$ cat src/rtl/io_axil_bridge_pkg.sv
// io_axil_bridge_pkg
//   Shared definitions for the IO-bus to AXI4-Lite bridge: FSM state
//   encoding, AXI response codes, default read-timeout data and a
//   saturating counter helper.
package io_axil_bridge_pkg;

    localparam logic [2:0] ST_IDLE    = 3'd0;
    localparam logic [2:0] ST_WR      = 3'd1;  // AW and/or W still pending
    localparam logic [2:0] ST_WR_RESP = 3'd2;
    localparam logic [2:0] ST_RD_ADDR = 3'd3;
    localparam logic [2:0] ST_RD_DATA = 3'd4;

    localparam logic [1:0] RESP_OKAY   = 2'b00;
    localparam logic [1:0] RESP_SLVERR = 2'b10;
    localparam logic [1:0] RESP_DECERR = 2'b11;

    localparam logic [31:0] DEF_ERR_DATA = 32'hDEAD_BEEF;

    // 8-bit add that sticks at 8'hFF instead of wrapping
    function automatic logic [7:0] sat_add8(input logic [7:0] a, input logic [1:0] b);
        logic [8:0] s;
        s = {1'b0, a} + {7'b0, b};
        return s[8] ? 8'hFF : s[7:0];
    endfunction

endpackage

$ cat src/rtl/axil_timeout_ctr.sv
// axil_timeout_ctr
//   Counts cycles of an outstanding transaction and flags expiry.
//   Ports:
//     clk, rst   clock, asynchronous active-high reset
//     i_clr      transaction issued this cycle (restarts the count)
//     i_en       transaction outstanding
//     o_expired  forced completion must happen on this edge
//   TIMEOUT = 0 never expires.
module axil_timeout_ctr #(
    parameter int TIMEOUT = 1024
) (
    input  logic clk,
    input  logic rst,
    input  logic i_clr,
    input  logic i_en,
    output logic o_expired
);
    localparam int CW = (TIMEOUT > 0) ? $clog2(TIMEOUT + 1) : 1;

    logic [CW-1:0] r_cnt;

    // The issue cycle itself counts as one, so expiry on the edge closing
    // cycle TIMEOUT-1 puts the forced completion exactly TIMEOUT cycles
    // after the request was accepted.
    always_ff @(posedge clk or posedge rst) begin
        if (rst)
            r_cnt <= '0;
        else if (i_clr)
            r_cnt <= CW'(1);
        else if (i_en && (r_cnt != '1))
            r_cnt <= r_cnt + CW'(1);
    end

    assign o_expired = (TIMEOUT != 0) && i_en && (r_cnt >= CW'(TIMEOUT - 1));

endmodule

$ cat src/rtl/io_axil_bridge.sv
// io_axil_bridge
//   Converts the CPU single-strobe IO bus into AXI4-Lite master
//   transactions, one outstanding at a time, with a timeout that forces
//   completion (with error) when a slave stops responding.
//   Ports:
//     clk, rst                 clock, asynchronous active-high reset
//     io_*                     CPU IO bus: strobes, address, byte enables,
//                              write data in; read data and ready pulse out
//     m_aw*/m_w*/m_b*          AXI4-Lite write channels (master side)
//     m_ar*/m_r*               AXI4-Lite read channels (master side)
//     err_pulse                error flag, coincident with io_ready
//     err_count                saturating count of errors and dropped strobes
module io_axil_bridge
    import io_axil_bridge_pkg::*;
#(
    parameter int          TIMEOUT  = 1024,
    parameter logic [31:0] ERR_DATA = DEF_ERR_DATA
) (
    input  logic        clk,
    input  logic        rst,
    input  logic        io_addr_strobe,
    input  logic        io_read_strobe,
    input  logic        io_write_strobe,
    input  logic [31:0] io_addr,
    input  logic [3:0]  io_byte_enable,
    input  logic [31:0] io_write_data,
    output logic [31:0] io_read_data,
    output logic        io_ready,
    output logic        m_awvalid,
    input  logic        m_awready,
    output logic [31:0] m_awaddr,
    output logic        m_wvalid,
    input  logic        m_wready,
    output logic [31:0] m_wdata,
    output logic [3:0]  m_wstrb,
    input  logic        m_bvalid,
    output logic        m_bready,
    input  logic [1:0]  m_bresp,
    output logic        m_arvalid,
    input  logic        m_arready,
    output logic [31:0] m_araddr,
    input  logic        m_rvalid,
    output logic        m_rready,
    input  logic [31:0] m_rdata,
    input  logic [1:0]  m_rresp,
    output logic        err_pulse,
    output logic [7:0]  err_count
);
    logic [2:0]  r_st;
    logic [31:0] r_addr, r_wdata, r_rdata;
    logic [3:0]  r_wstrb;
    logic        r_awvalid, r_wvalid, r_ready, r_err;
    logic [7:0]  r_err_cnt;

    logic w_idle, w_issue_wr, w_issue_rd, w_null, w_drop;
    logic w_b_hs, w_r_hs, w_expired, w_to, w_resp_err, w_err;
    logic w_aw_left, w_w_left;
    logic [1:0] w_inc;
    logic w_unused;

    assign w_idle     = (r_st == ST_IDLE);
    assign w_issue_wr = w_idle && io_addr_strobe && io_write_strobe;
    assign w_issue_rd = w_idle && io_addr_strobe && !io_write_strobe && io_read_strobe;
    assign w_null     = w_idle && io_addr_strobe && !io_write_strobe && !io_read_strobe;
    assign w_drop     = !w_idle && io_addr_strobe;

    assign w_b_hs = (r_st == ST_WR_RESP) && m_bvalid;
    assign w_r_hs = (r_st == ST_RD_DATA) && m_rvalid;
    // a response arriving on the expiry edge still completes normally
    assign w_to   = w_expired && !w_b_hs && !w_r_hs;

    assign w_resp_err = (w_b_hs && (m_bresp != RESP_OKAY)) || (w_r_hs && (m_rresp != RESP_OKAY));
    assign w_err      = w_resp_err || w_to;
    // null and dropped strobes are mutually exclusive; an error completion
    // can coincide with a dropped strobe, hence up to +2 per cycle
    assign w_inc      = {1'b0, w_err} + {1'b0, w_null || w_drop};

    assign w_aw_left = r_awvalid && !m_awready;
    assign w_w_left  = r_wvalid && !m_wready;

    axil_timeout_ctr #(.TIMEOUT(TIMEOUT)) u_to (
        .clk       (clk),
        .rst       (rst),
        .i_clr     (w_issue_wr || w_issue_rd),
        .i_en      (!w_idle),
        .o_expired (w_expired)
    );

    always_ff @(posedge clk or posedge rst) begin
        if (rst) begin
            r_st      <= ST_IDLE;
            r_addr    <= '0;
            r_wdata   <= '0;
            r_wstrb   <= '0;
            r_rdata   <= '0;
            r_awvalid <= 1'b0;
            r_wvalid  <= 1'b0;
            r_ready   <= 1'b0;
            r_err     <= 1'b0;
            r_err_cnt <= '0;
        end else begin
            r_ready   <= w_b_hs || w_r_hs || w_to;
            r_err     <= w_err;
            r_err_cnt <= sat_add8(r_err_cnt, w_inc);

            if (w_idle && io_addr_strobe) begin
                r_addr  <= {io_addr[31:2], 2'b00};
                r_wdata <= io_write_data;
                r_wstrb <= io_byte_enable;
            end

            if (w_b_hs)
                r_rdata <= '0;
            else if (w_r_hs)
                r_rdata <= m_rdata;
            else if (w_to)
                r_rdata <= (r_st == ST_RD_ADDR || r_st == ST_RD_DATA) ? ERR_DATA : 32'h0;

            case (r_st)
                ST_IDLE: begin
                    if (w_issue_wr) begin
                        r_st      <= ST_WR;
                        r_awvalid <= 1'b1;
                        r_wvalid  <= 1'b1;
                    end else if (w_issue_rd) begin
                        r_st <= ST_RD_ADDR;
                    end
                end
                ST_WR: begin
                    if (w_to) begin
                        r_st      <= ST_IDLE;
                        r_awvalid <= 1'b0;
                        r_wvalid  <= 1'b0;
                    end else begin
                        r_awvalid <= w_aw_left;
                        r_wvalid  <= w_w_left;
                        if (!w_aw_left && !w_w_left)
                            r_st <= ST_WR_RESP;
                    end
                end
                ST_WR_RESP: if (w_b_hs || w_to) r_st <= ST_IDLE;
                ST_RD_ADDR: begin
                    if (w_to)
                        r_st <= ST_IDLE;
                    else if (m_arready)
                        r_st <= ST_RD_DATA;
                end
                ST_RD_DATA: if (w_r_hs || w_to) r_st <= ST_IDLE;
                default:    r_st <= ST_IDLE;
            endcase
        end
    end

    assign io_read_data = r_rdata;
    assign io_ready     = r_ready;
    assign err_pulse    = r_err;
    assign err_count    = r_err_cnt;
    assign m_awvalid    = r_awvalid;
    assign m_awaddr     = r_addr;
    assign m_wvalid     = r_wvalid;
    assign m_wdata      = r_wdata;
    assign m_wstrb      = r_wstrb;
    assign m_bready     = (r_st == ST_WR_RESP);
    assign m_arvalid    = (r_st == ST_RD_ADDR);
    assign m_araddr     = r_addr;
    assign m_rready     = (r_st == ST_RD_DATA);

    assign w_unused = &{1'b0, io_addr[1:0]};

endmodule

$ cat config.mk
export PLATFORM = sky130hd
export DESIGN_NAME = io_axil_bridge
export DESIGN_NICKNAME = d
export VERILOG_FILES = /design/src/rtl/io_axil_bridge_pkg.sv /design/src/rtl/axil_timeout_ctr.sv /design/src/rtl/io_axil_bridge.sv
export SDC_FILE = /design/constraint.sdc
export NUM_CORES = 1
export LEC_CHECK = 0
export CAP_MARGIN = 30
export CORE_MARGIN = 2
export CORE_UTILIZATION = 35
export CTS_CLUSTER_SIZE = 28
export DETAILED_ROUTE_END_ITERATION = 10
export PLACE_DENSITY_LB_ADDON = 0.08
export SYNTH_ARGS = -nofsm -noshare
export SYNTH_HDL_FRONTEND = slang
export SYNTH_HIERARCHICAL = 1
export SYNTH_SLANG_ARGS = --single-unit
$ cat constraint.sdc
create_clock -name clk -period 4.4 [get_ports clk]
set_clock_uncertainty 0.05 [all_clocks]
set_input_delay 0.88 -clock clk [delete_from_list [all_inputs] [get_ports clk]]
set_output_delay 0.88 -clock clk [all_outputs]
set_load 0.01 [all_outputs]
Word level (Yosys, flattened, before mapping). Cells that the tools add are included.

Bits in registers: 124. Output and inout bits: 147. Input bits: 114. Logic and storage cells: 90.

Reduce and logical (&&, ||, !) cells: 43. Multiplexer cells: 21. Add/subtract/negate cells: 3. Magnitude comparators: 1. Eq/ne operators: 11.

Operator list (number): $mux W32 (4); $mux W3 (8); $mux W11 (2); $logic_and A1 B1 Y1 (17); $pmux W3 S5 (1); $add A11 B1 Y11 const B (1); $ge A11 B10 Y1 const B (1); $ne A11 B11 Y1 const B (1); $add A8 B2 Y9 (1); $logic_not A1 Y1 (9); $logic_or A1 B1 Y1 (9); $mux W8 (1); $reduce_bool A2 Y1 (4); $eq A3 B2 Y1 const B (2); $ne A2 B1 Y1 const B (3); $ne A3 B1 Y1 const B (2); $reduce_and A5 Y1 (1); $pmux W1 S2 (2); $eq A3 B1 Y1 const B (1); $eq A3 B3 Y1 const B (1); $logic_not A3 Y1 (1); $mux W1 (3); $ne A3 B3 Y1 const B (1); $reduce_bool A3 Y1 (1); 2 further kinds (2).

Logic depth before layout (Yosys ltp). Gate-level depths: netlist (run 1).

Depth after elaboration: 9. Gate-level depth with buffers: 13. Gate-level depth less buffers: 13.

Hierarchy. The synthesis (run 1) kept the hierarchy.

Modules (own cells, without submodules): io_axil_bridge (times used 1, cells an instance 540, area each 5094.9 um^2, sequential area each 2827.7 um^2); axil_timeout_ctr (times used 1, cells an instance 66, area each 643.1 um^2, sequential area each 275.3 um^2).

Worst setup path after synthesis (run 1). No wires, ideal clock.

Kind: register -> register. From: register u_to.r_cnt[0]. To: register r_err_cnt[1] (netlist: err_count[1]). Arrival: 2.615 ns. Buffers on the path: 0. Cell stages (with the launch flop): 14. Setup slack: 1.666 ns. Required time: 4.282 ns. Cell sequence: dfrtp_1 -> ha_1 -> nand4_2 -> a21oi_1 -> o21a_1 -> nand2b_1 -> o311a_1 -> fa_1 -> inv_1 -> ha_1 -> and3_1 -> and3_1 -> nand3_1 -> nand2b_1.

Word-level cells in the longest chain between the ends: 8.

Ends and longest elaborated chain: start, declared (RTL line axil_timeout_ctr.sv:20) `logic [CW-1:0] r_cnt;`; start signal, assigned (RTL line axil_timeout_ctr.sv:31) `r_cnt <= r_cnt + CW'(1);`; $ge A11 B10 Y1 (RTL line axil_timeout_ctr.sv:34) `assign o_expired = (TIMEOUT != 0) && i_en && (r_cnt >= CW'(TIMEOUT - 1));`; $logic_and A1 B1 Y1 (RTL line axil_timeout_ctr.sv:34); net w_expired (RTL line io_axil_bridge.sv:56) `logic w_b_hs, w_r_hs, w_expired, w_to, w_resp_err, w_err;`; $logic_and A1 B1 Y1 (2 in series) (RTL line io_axil_bridge.sv:70) `assign w_to = w_expired && !w_b_hs && !w_r_hs;`; $logic_or A1 B1 Y1 (RTL line io_axil_bridge.sv:73) `assign w_err = w_resp_err || w_to;`; $add A1 B1 Y2 (RTL line io_axil_bridge.sv:76) `assign w_inc = {1'b0, w_err} + {1'b0, w_null || w_drop};`; $add A8 B2 Y9 (RTL line io_axil_bridge_pkg.sv:22) `s = {1'b0, a} + {7'b0, b};`; $mux W8 (RTL line io_axil_bridge_pkg.sv:23) `return s[8] ? 8'hFF : s[7:0];`; end signal, assigned (RTL line io_axil_bridge.sv:104) `r_err_cnt <= sat_add8(r_err_cnt, w_inc);`; end, declared (RTL line io_axil_bridge.sv:53) `logic [7:0] r_err_cnt;`.

The timed path passes the listed nets, and every way through them passes these cells. A chain may end at the register's enable or synchronous reset.

Worst setup path after layout (run 1).
From: register r_st[0]. To: register r_err_cnt[1] (netlist: err_count[1]).

Word-level cells in the longest chain between the ends: 9. Elaborated cells on any way between the ends: 23. Classes of those cells: add/sub: 2; eq/ne: 2; mux: 1; reduce/logical: 18.

Ends and longest elaborated chain: start, declared (RTL line io_axil_bridge.sv:49) `logic [2:0] r_st;`; start signal, assigned (RTL line io_axil_bridge.sv:91) `r_st <= ST_IDLE;`; start signal, assigned (RTL line io_axil_bridge.sv:122) `r_st <= ST_WR;`; start signal, assigned (RTL line io_axil_bridge.sv:126) `r_st <= ST_RD_ADDR;`; $logic_not A3 Y1 (RTL line io_axil_bridge.sv:61) `assign w_idle = (r_st == ST_IDLE);`; $logic_not A1 Y1 (RTL line io_axil_bridge.sv:85) `.i_en (!w_idle),`; $logic_and A1 B1 Y1 (RTL line axil_timeout_ctr.sv:34); net w_expired (RTL line io_axil_bridge.sv:56); $logic_and A1 B1 Y1 (2 in series) (RTL line io_axil_bridge.sv:70); $logic_or A1 B1 Y1 (RTL line io_axil_bridge.sv:73); $add A1 B1 Y2 (RTL line io_axil_bridge.sv:76); $add A8 B2 Y9 (RTL line io_axil_bridge_pkg.sv:22); $mux W8 (RTL line io_axil_bridge_pkg.sv:23).

The timed path passes the listed nets, and every way through them passes these cells.

==> metrics.yaml, run 1 <==
met3_usage_pct: 5.46
syn_to_final_growth_pct: 52.7
row_count: 46
dp_worst_setup_slack_ns: 0.949
die_area_um2: 17400
core_um2: 15900
netSwitchingFraction_pct: 35.5
syn_avg_cell_area_um2: 9.47
start_util_pct: 36.0
cts_setup_buffers: 0
track_usage_pct: 19.4
pwr-share-clk_pct: 21.7
antenna_found_initial: 0
seq_area_um2: 3100
critPathSlowestCell: "dfrtp_1"
switchingPower_uw: 2180
run_status: "complete, no violations"
grt_busiest_layer: "met2"
crit_cells: 12
cp_slowest_stage_delay_ns: 0.67
ant_nets: 0
cp-startpoint: "r_st[0]"
ios: 261
grt_pass1_wl_um: 26600
use_met1_pct: 23.8
hold_violations: 0
critPathMaxFanout: 12
path_cells: "nor3_2 -> inv_1 -> o21a_1 -> nand2b_1 -> o311a_1 -> fa_1 -> inv_1 -> ha_1 -> and3_1 -> and3_1 -> nand3_1 -> nand2b_1"
slew_headroom_pct: 36.6
cp.arrival_ns: 3.54
seq_area_frac_synth_pct: 54.1
num_vias: 4868
internal_power_uw: 3960
reg2reg_slack_ns: 1.16
drt-pass1-iter-count: 6
maxClockFrequency_mhz: 309
finalCriticalPeriod_ns: 3.24
finalWorstSetupSlack_ns: 1.16
first_global_vias: 4798
comb_power_share_pct: 46.0
synth_ff_type: "dfrtp_1"
r2r-start: "r_st[0]"
cts-hold-fix-buffers: 0
startpoint_type: "flip-flop"
ys_async_sr_fraction_pct: 100
fillCellCount: 1429
dp_hpwl_um: 12300
antenna_cells: 0
min_period_over_period_pct: 73.7
gr-total-overflow: 0
p_leak_uw: 0.00414
ys_ff_latch: 124
maxSlewViolCount: 0
worst_slew_pin_slew_ns: 0.949
gp_congestion: 0.818
grt_max_degree: 67
synth_cells: 606
r2r_end: "err_count[1]"
final_common_cell: "clkdlybuf4s50_1"
grt_use_met2_pct: 32.2
p_seq_share_pct: 32.3
endpoint_kind: "flip-flop"
clkTransAtPathRegs_ns: 0.05
reg2regPathDepth: 12
rsz0062_at_grt: "false"
cts-buffers-inserted: 17
crit_family: "simple AND/OR/NAND/NOR gates"
cts_resized: 0
final_layout_size_suffix_gt1_share_pct: 6.57
yosysUniqueCellTypes: 56
setup_tns_ns: 0
port_buffers: 254
syn_area_um2: 5740
max-vdd-ir-drop_mv: 0.310
hold_path.class: "flip-flop to flip-flop"
multiInputGateArea_um2: 2080
htreeDepth: 4
fin_cells: 1053
dpl.cell_count: 1022
ctsRootBufferMaster: "clkbuf_16"
wl_um: 16700
path_buf_inv: 2
cts_tree: "yes"
yosysWarnings: 6
dieHeight_um: 132
final-setup-viol-count: 0
crit_type: "flip-flop to flip-flop"
power.density_nw_per_um2: 700
clkLatencyLatePin_ns: 0.41
clock_sinks: 124
viasPerCell: 4.62
die_x_um: 132
fin_nets: 942
crit_required_ns: 4.70
drt-initial-drc-count: 194
synth-edff-count: 0
cap_viol_max_count: 0
placed_cell_area_um2: 8200
stdcell_area_um2: 8760
clockBufferDepth: 2
wl_per_cell_um: 15.9
mostFrequentLayoutCells: "254 x clkdlybuf4s50_1, 216 x nand2_1, 124 x dfrtp_1"
remaining_drc_errors: 0
endpoint: "err_count[1]"
kinds of logic (layout without fill, tap and decap cells):
family / count (synthesis) / count (layout) / share of synthesized area (%)
buffers and inverters: 96 / 324 / 9.88
AND/OR/NAND/NOR: 281 / 281 / 21.8
AO/OA/AOI/OAI: 73 / 73 / 8.48
multiplexers: 26 / 26 / 4.58
other: 1 / 4 / 0.0654
flip-flops: 124 / 124 / 54.1
adder cells (fa/ha/maj): 3 / 3 / 0.785
XOR/XNOR: 2 / 2 / 0.305
Yosys cell counts, types with 3 or more instances:
library cell / number / area [um2]
nor2_1: 14 / 52.6
clkbuf_1: 4 / 15.0
mux2i_1: 24 / 240
nand3_1: 8 / 40.0
o21ai_0: 18 / 90.1
nand2b_1: 4 / 25.0
a22o_1: 6 / 52.6
and3_1: 6 / 37.5
nor2b_1: 6 / 37.5
o21a_1: 3 / 22.5
and2_1: 3 / 18.8
buf_4: 41 / 308
a31oi_1: 3 / 18.8
inv_1: 34 / 128
buf_2: 10 / 50.1
buf_6: 5 / 56.3
o21ai_1: 17 / 85.1
a21oi_1: 9 / 45.0
nand2_1: 217 / 815
dfrtp_1: 124 / 3100
worst reg2reg max path, cell delays in order, from the launching register on:
cell and delay (ns):
dfrtp_1 0.67, nor3_2 0.13, inv_1 0.28, o21a_1 0.41, nand2b_1 0.13, o311a_1 0.16, fa_1 0.43, inv_1 0.07
ha_1 0.20, and3_1 0.21, and3_1 0.21, nand3_1 0.13, nand2b_1 0.11
worst min path at each step:
stage	startpoint	end	slack [ns]	depth (start not counted)
2_1_floorplan	u_to/r_cnt[7]	u_to/r_cnt[7]	0.44	1
3_3_place_gp	m_wdata[6]	m_wdata[6]	0.41	2
3_5_place_dp	m_wdata[24]	m_wdata[24]	0.41	2
4_1_cts	m_wdata[24]	m_wdata[24]	0.43	2
5_1_grt	m_wdata[20]	m_wdata[20]	0.44	2
6_report	m_wdata[1]	m_wdata[1]	0.42	2
stage by stage:
step                      power (uW)  hold slack [ns]  util, %
after global placement          4760            0.408     51.3
after global routing            6550            0.445     55.0
after CTS                       6230            0.426     55.0
after detailed placement        4860            0.412     51.4
final                           6140            0.423     55.0
after floorplan                 3500            0.440        -
power by group through the flow:
stage                     logic [uW]  clock network [uW]  registers [uW]
after CTS                       2870                1370            1990
after floorplan                 1370                   0            2130
after detailed placement        2860                   0            2000
after global routing            3080                1420            2060
after global placement          2790                   0            1970
final                           2830                1330            1980
layer usage:
| layer | share of wire, % | vias up | routed length (um) |
|---|---|---|---|
| li1 | - | 2350 | - |
| met1 | 43 | 2315 | 7110 |
| met2 | 49 | 172 | 8120 |
| met3 | 6.3 | 31 | 1040 |
| met4 | 2.6 | 0 | 431 |
| met5 | 0 | - | 0 |
registers in the layout, indices dropped and copies added (netlist names):
| name | cells |
|---|---|
| m_wstrb | 4 |
| err_pulse | 1 |
| io_ready | 1 |
| m_wdata | 32 |
| m_awvalid | 1 |
| m_araddr | 30 |
| err_count | 8 |
| u_to/r_cnt | 11 |
| m_wvalid | 1 |
| io_read_data | 32 |
| r_st | 3 |
area by class of cell:
| class | count | area share (%) |
|---|---|---|
| sequential | 124 | 35.4 |
| timing repair buffer | 259 | 29.8 |
| multi-input combinational | 389 | 23.8 |
| clock buffer | 25 | 5.77 |
| tap | 216 | 3.08 |
| inverter | 34 | 1.48 |
| clock inverter | 6 | 0.685 |
Power figures use the tool's default switching activity.
==> run 2, diff against run 1 <==
==> constraint.sdc (replaced) <==
create_clock -name clk -period 2.78 [get_ports clk]
set_clock_uncertainty 0.05 [all_clocks]
set_input_delay 0.556 -clock clk [delete_from_list [all_inputs] [get_ports clk]]
set_output_delay 0.556 -clock clk [all_outputs]
set_load 0.01 [all_outputs]
==> metrics.yaml, run 2 (synthesis gave the netlist of run 1 again) <==
clock_sinks: 124
crit_required_ns: 3.07
final_common_cell: "clkdlybuf4s50_1"
startpoint_type: "flip-flop"
r2r-start: "u_to/r_cnt[1]"
grt_use_met2_pct: 33.1
antenna_found_initial: 0
dp_hpwl_um: 12200
antenna_cells: 0
met3_usage_pct: 6.50
finalWorstSetupSlack_ns: 0.155
fillCellCount: 1409
hold_slack_ns: 0.419
p_leak_uw: 0.00426
die_x_um: 132
crit_type: "flip-flop to flip-flop"
r2r_end: "err_count[1]"
ant_nets: 0
clkTransAtPathRegs_ns: 0.05
pwr-share-clk_pct: 21.9
final-setup-viol-count: 0
dp_worst_setup_slack_ns: -0.214
syn_to_final_growth_pct: 57.3
final_layout_size_suffix_gt1_share_pct: 10.3
clockBufferDepth: 2
dieHeight_um: 132
cp.arrival_ns: 2.92
fin_nets: 967
multiInputGateArea_um2: 2130
drt-initial-drc-count: 159
cap_viol_max_count: 0
die_area_um2: 17400
grt_max_degree: 68
reg2reg_slack_ns: 0.15
hold_depth: 2
seq_area_um2: 3100
remaining_drc_errors: 0
first_global_vias: 5028
internal_power_uw: 6480
dpl.cell_count: 1044
ios: 261
switchingPower_uw: 3470
wl_per_cell_um: 15.5
wl_um: 16700
rsz0062_at_grt: "false"
htreeDepth: 4
grt_busiest_layer: "met2"
num_vias: 4960
row_count: 46
hold_violations: 0
comb_power_share_pct: 46.8
hold_path.class: "flip-flop to flip-flop"
start_util_pct: 36.0
mostFrequentLayoutCells: "254 x clkdlybuf4s50_1, 216 x nand2_1, 123 x dfrtp_1"
min_period_over_period_pct: 94.4
cts-buffers-inserted: 17
track_usage_pct: 19.4
worstHoldEndpoint: "m_wdata[12]"
maxSlewViolCount: 0
gp_congestion: 0.823
placed_cell_area_um2: 8370
netSwitchingFraction_pct: 34.8
fin_cells: 1076
viasPerCell: 4.61
power.density_nw_per_um2: 1100
critPathMaxFanout: 5
port_buffers: 254
maxClockFrequency_mhz: 381
clkLatencyLatePin_ns: 0.41
p_seq_share_pct: 31.2
grt_pass1_wl_um: 26800
endpoint_kind: "flip-flop"
stdcell_area_um2: 9020
total_power_uw: 9950
hp-start: "m_wdata[12]"
worst_slew_pin_slew_ns: 0.709
cts_tree: "yes"
slew_headroom_pct: 52.7
core_um2: 15900
ctsRootBufferMaster: "clkbuf_16"
use_met1_pct: 22.9
gr-total-overflow: 0
max-vdd-ir-drop_mv: 0.486
drt-pass1-iter-count: 4
reg2regPathDepth: 13
finalCriticalPeriod_ns: 2.63
run_status: "complete, no violations"
## run 2: cell types whose count changed in the layout (fill, tap and decap cells not counted), sizes merged
cell and change:
buf +25, clkbuf -2, bufinv +1, inv -1
## run 2: worst max-delay path by stage
stage	slack (ns)	startpoint	endpoint
after floorplan	0.05	u_to/r_cnt[0]	err_count[1]
after global placement	-0.21	m_bvalid	err_count[1]
after detailed placement	-0.21	m_bvalid	err_count[0]
after CTS	0.02	u_to/r_cnt[0]	err_count[0]
after global routing	0.01	u_to/r_cnt[1]	err_count[1]
final	0.15	u_to/r_cnt[1]	err_count[1]
## run 2: critical path, cell delays in order, from the launching register on
cell	delay, ns
dfrtp_1	0.41
nand3_2	0.11
or2_4	0.27
a21oi_2	0.13
o21a_1	0.16
nand2b_1	0.09
o311a_1	0.16
fa_2	0.41
inv_2	0.08
ha_4	0.13
and3_4	0.18
and3_4	0.20
nand3_2	0.09
nand2b_1	0.09
## run 2: what timing repair did
action / in CTS / in global routing
gates resized for setup: 0 / 11
endpoints found under the setup margin: 0 / 7
setup buffers: 0 / 3
hold buffers: 0 / 0
## run 2: area by class of cell
class                   instances  share of cell area, %
clock buffers                  23                   5.52
inverters                      34                   1.46
flip-flops and latches        124                   34.4
clock inverters                 6                  0.957
well taps                     216                   2.99
multi-input cells             389                   23.6
repair buffers                284                   31.1
## run 2: metal layers
metal  routed length (um)  vias up  share of wire (%)
met4                  289        0                1.7
met2                 8290      166                 50
met1                 6820     2372                 41
met5                    0        -                  0
met3                 1260       21                7.6
li1                     -     2401                  -
## run 2: per-stage QoR
step / setup TNS, ns / util, %
floorplan: 0 / -
global placement: -1.10 / 52.5
detailed placement: -1.17 / 52.5
CTS: 0 / 56.2
global route: 0 / 56.6
finish: 0 / 56.6
## run 2: power by group through the flow
| stage | logic [uW] | clock network, uW | registers [uW] |
|---|---|---|---|
| 6_report | 4660 | 2180 | 3110 |
| 5_1_grt | 5090 | 2310 | 3220 |
| 4_1_cts | 4680 | 2230 | 3110 |
| 3_5_place_dp | 4660 | 0 | 3130 |
| 3_3_place_gp | 4580 | 0 | 3100 |
| 2_1_floorplan | 2170 | 0 | 3360 |
==> run 3, diff against run 2 <==
--- a/config.mk
+++ b/config.mk
@@ -10,8 +10,8 @@
 export CORE_UTILIZATION = 35
 export CTS_CLUSTER_SIZE = 28
 export DETAILED_ROUTE_END_ITERATION = 10
+export GPL_ROUTABILITY_DRIVEN = 0
 export PLACE_DENSITY_LB_ADDON = 0.08
 export SYNTH_ARGS = -nofsm -noshare
 export SYNTH_HDL_FRONTEND = slang
-export SYNTH_HIERARCHICAL = 1
 export SYNTH_SLANG_ARGS = --single-unit
==> constraint.sdc (replaced) <==
create_clock -name clk -period 2.78 [get_ports clk]
set_clock_uncertainty 0.05 [all_clocks]
set_input_delay 0.278 -clock clk [delete_from_list [all_inputs] [get_ports clk]]
set_output_delay 0.278 -clock clk [all_outputs]
set_load 0.01 [all_outputs]
==> metrics.yaml, run 3 <==
run_status: "complete, no violations"
htreeDepth: 4
dpl.cell_count: 896
dieHeight_um: 131
max-vdd-ir-drop_mv: 0.566
first_global_vias: 4445
pwr-share-clk_pct: 24.5
post-route-util_pct: 56.6
dp_hpwl_um: 11000
final_layout_size_suffix_gt1_share_pct: 18.5
final_common_cell: "clkdlybuf4s50_1"
yosysTopAreaCell: "dfrtp_1"
fillCellCount: 1348
critPathMaxFanout: 4
fin_cells: 930
num_vias: 4410
power.density_nw_per_um2: 1120
comb_power_share_pct: 44.4
maxClockFrequency_mhz: 388
syn_to_final_growth_pct: 58.9
slew_headroom_pct: 46.0
clkLatencyLatePin_ns: 0.40
crit_type: "flip-flop to flip-flop"
synth_most_common_cell: "dfrtp_1"
cts-buffers-inserted: 17
ios: 261
drt-initial-drc-count: 181
clock_sinks: 124
seq_area_frac_synth_pct: 55.0
synth_ff_type: "dfrtp_1"
hold_path.class: "primary input to async pin"
hold_violations: 0
core_um2: 15800
p_seq_share_pct: 31.2
wl_um: 14800
syn_avg_cell_area_um2: 12.3
p_leak_uw: 0.00371
die_area_um2: 17200
grt_max_degree: 62
yosysWarnings: 0
grt_pass1_wl_um: 22900
synth-edff-count: 0
gr-total-overflow: 0
antenna_found_initial: 0
yosysUniqueCellTypes: 53
drt-pass1-iter-count: 4
mostFrequentLayoutCells: "254 x clkdlybuf4s50_1, 122 x dfrtp_1, 62 x mux2_2"
ant_nets: 0
synth.top_cell.area_share_pct: 55.0
netlist_top_cells_area: "dfrtp_1 55%, mux2_2 12%, buf_4 5.1%"
maxSlewViolCount: 0
rsz0062_at_grt: "false"
die_x_um: 131
clockBufferDepth: 2
finalCriticalPeriod_ns: 2.58
ys_ff_latch: 124
min_period_over_period_pct: 92.8
viasPerCell: 4.74
remaining_drc_errors: 0
track_usage_pct: 17.4
internal_power_uw: 6930
endpoint_kind: "flip-flop"
startpoint_type: "flip-flop"
ys_async_sr_fraction_pct: 100
fin_nets: 818
syn_area_um2: 5640
ctsRootBufferMaster: "clkbuf_16"
multiInputGateArea_um2: 2100
row_count: 46
crit_required_ns: 3.02
cp.arrival_ns: 2.82
synth_cells: 460
clkTransAtPathRegs_ns: 0.06
wl_per_cell_um: 15.9
start_util_pct: 35.7
final-setup-viol-count: 0
switchingPower_uw: 3110
total_power_uw: 10000
worst_slew_pin_slew_ns: 0.810
seq_area_um2: 3110
antenna_cells: 0
netSwitchingFraction_pct: 31.0
cts_tree: "yes"
port_buffers: 254
synth_commonest_cells: "124 x dfrtp_1, 62 x mux2_2, 38 x buf_4"
cap_viol_max_count: 0
## run 3: cell types whose count changed in the layout (fill, tap and decap cells not counted), sizes merged, moves of 5 or more
cell / previous run / this run
nor2: 16 / 10
mux2: 2 / 68
buf: 30 / 21
inv: 33 / 20
and3: 6 / 1
nand2: 218 / 30
## run 3: through the flow
step	setup WS, ns	TNS (ns)	hold slack, ns	cell area [um2]
final	0.199	0	0.282	8970
after global routing	0.00796	0	0.338	8970
after CTS	0.0190	0	0.296	8930
after detailed placement	-0.0938	-0.366	0.426	8260
after global placement	0.0687	0	0.422	8260
after floorplan	0.0895	0	0.363	5660
## run 3: critical path, stage by stage, from the launching register on
cell	delay, ns
dfrtp_1	0.39
nand4_2	0.17
o41ai_4	0.37
a21boi_4	0.27
nor2_1	0.09
fa_1	0.41
nand3b_1	0.19
nor2_1	0.14
nand3_1	0.10
mux2_2	0.28
## run 3: cell families after synthesis
group | Yosys count | share of synthesized area [%]
DFF | 124 | 55.0
other | 1 | 0.0665
AOI/OAI and AO/OA | 74 | 8.94
muxes | 92 | 17.8
buffers and inverters | 76 | 8.25
adders and majority gates | 3 | 0.798
xor gates and xnor gates | 3 | 0.466
and+or+nand+nor | 87 | 8.67
## run 3: power groups by stage
stage          sequential, uW  combinational [uW]  clock [uW]
2_1_floorplan            3450                1930           0
3_3_place_gp             3130                4450           0
3_5_place_dp             3160                4500           0
4_1_cts                  3150                4520        2520
5_1_grt                  3250                4800        2600
6_report                 3130                4460        2460
## run 3: layer usage
layer | part of all wire [%] | GRT usage, % | vias up | wire (um)
li1 | - | - | 2068 | -
met5 | 0 | 0 | - | 0
met2 | 52 | 30.0 | 145 | 7730
met3 | 5.4 | 5.21 | 17 | 800
met4 | 1.4 | 5.63 | 0 | 214
met1 | 41 | 21.0 | 2180 | 6020
## run 3: final cells by class
cell class                      instances  area share (%)
Clock buffer                           19            5.05
Clock inverter                         13            2.39
Inverter                               20           0.907
Multi-Input combinational cell        263            23.5
Sequential cell                       124            34.6
Tap cell                              216            3.01
Timing Repair Buffer                  275            30.5
## run 3: timing repair
item	CTS	global route
resized for setup	1	5
setup endpoints to repair	6	8
gates cloned	0	0
buffers inserted	0	2
pin swaps	0	2
hold buffers	0	0
## run 3: worst paths after layout
check,from,end,slack (ns),cells past startpoint
min in group clk,io_write_data[2],m_wdata[2],0.43,2
max in group asynchronous,rst,m_araddr[22],1.72,3
hold reg to reg,m_wdata[3],m_wdata[3],0.43,1
hold / removal,rst,m_wdata[27],0.28,2
setup / recovery,u_to.r_cnt[5],err_count[7],0.20,9
setup reg to reg,u_to.r_cnt[5],err_count[7],0.20,9
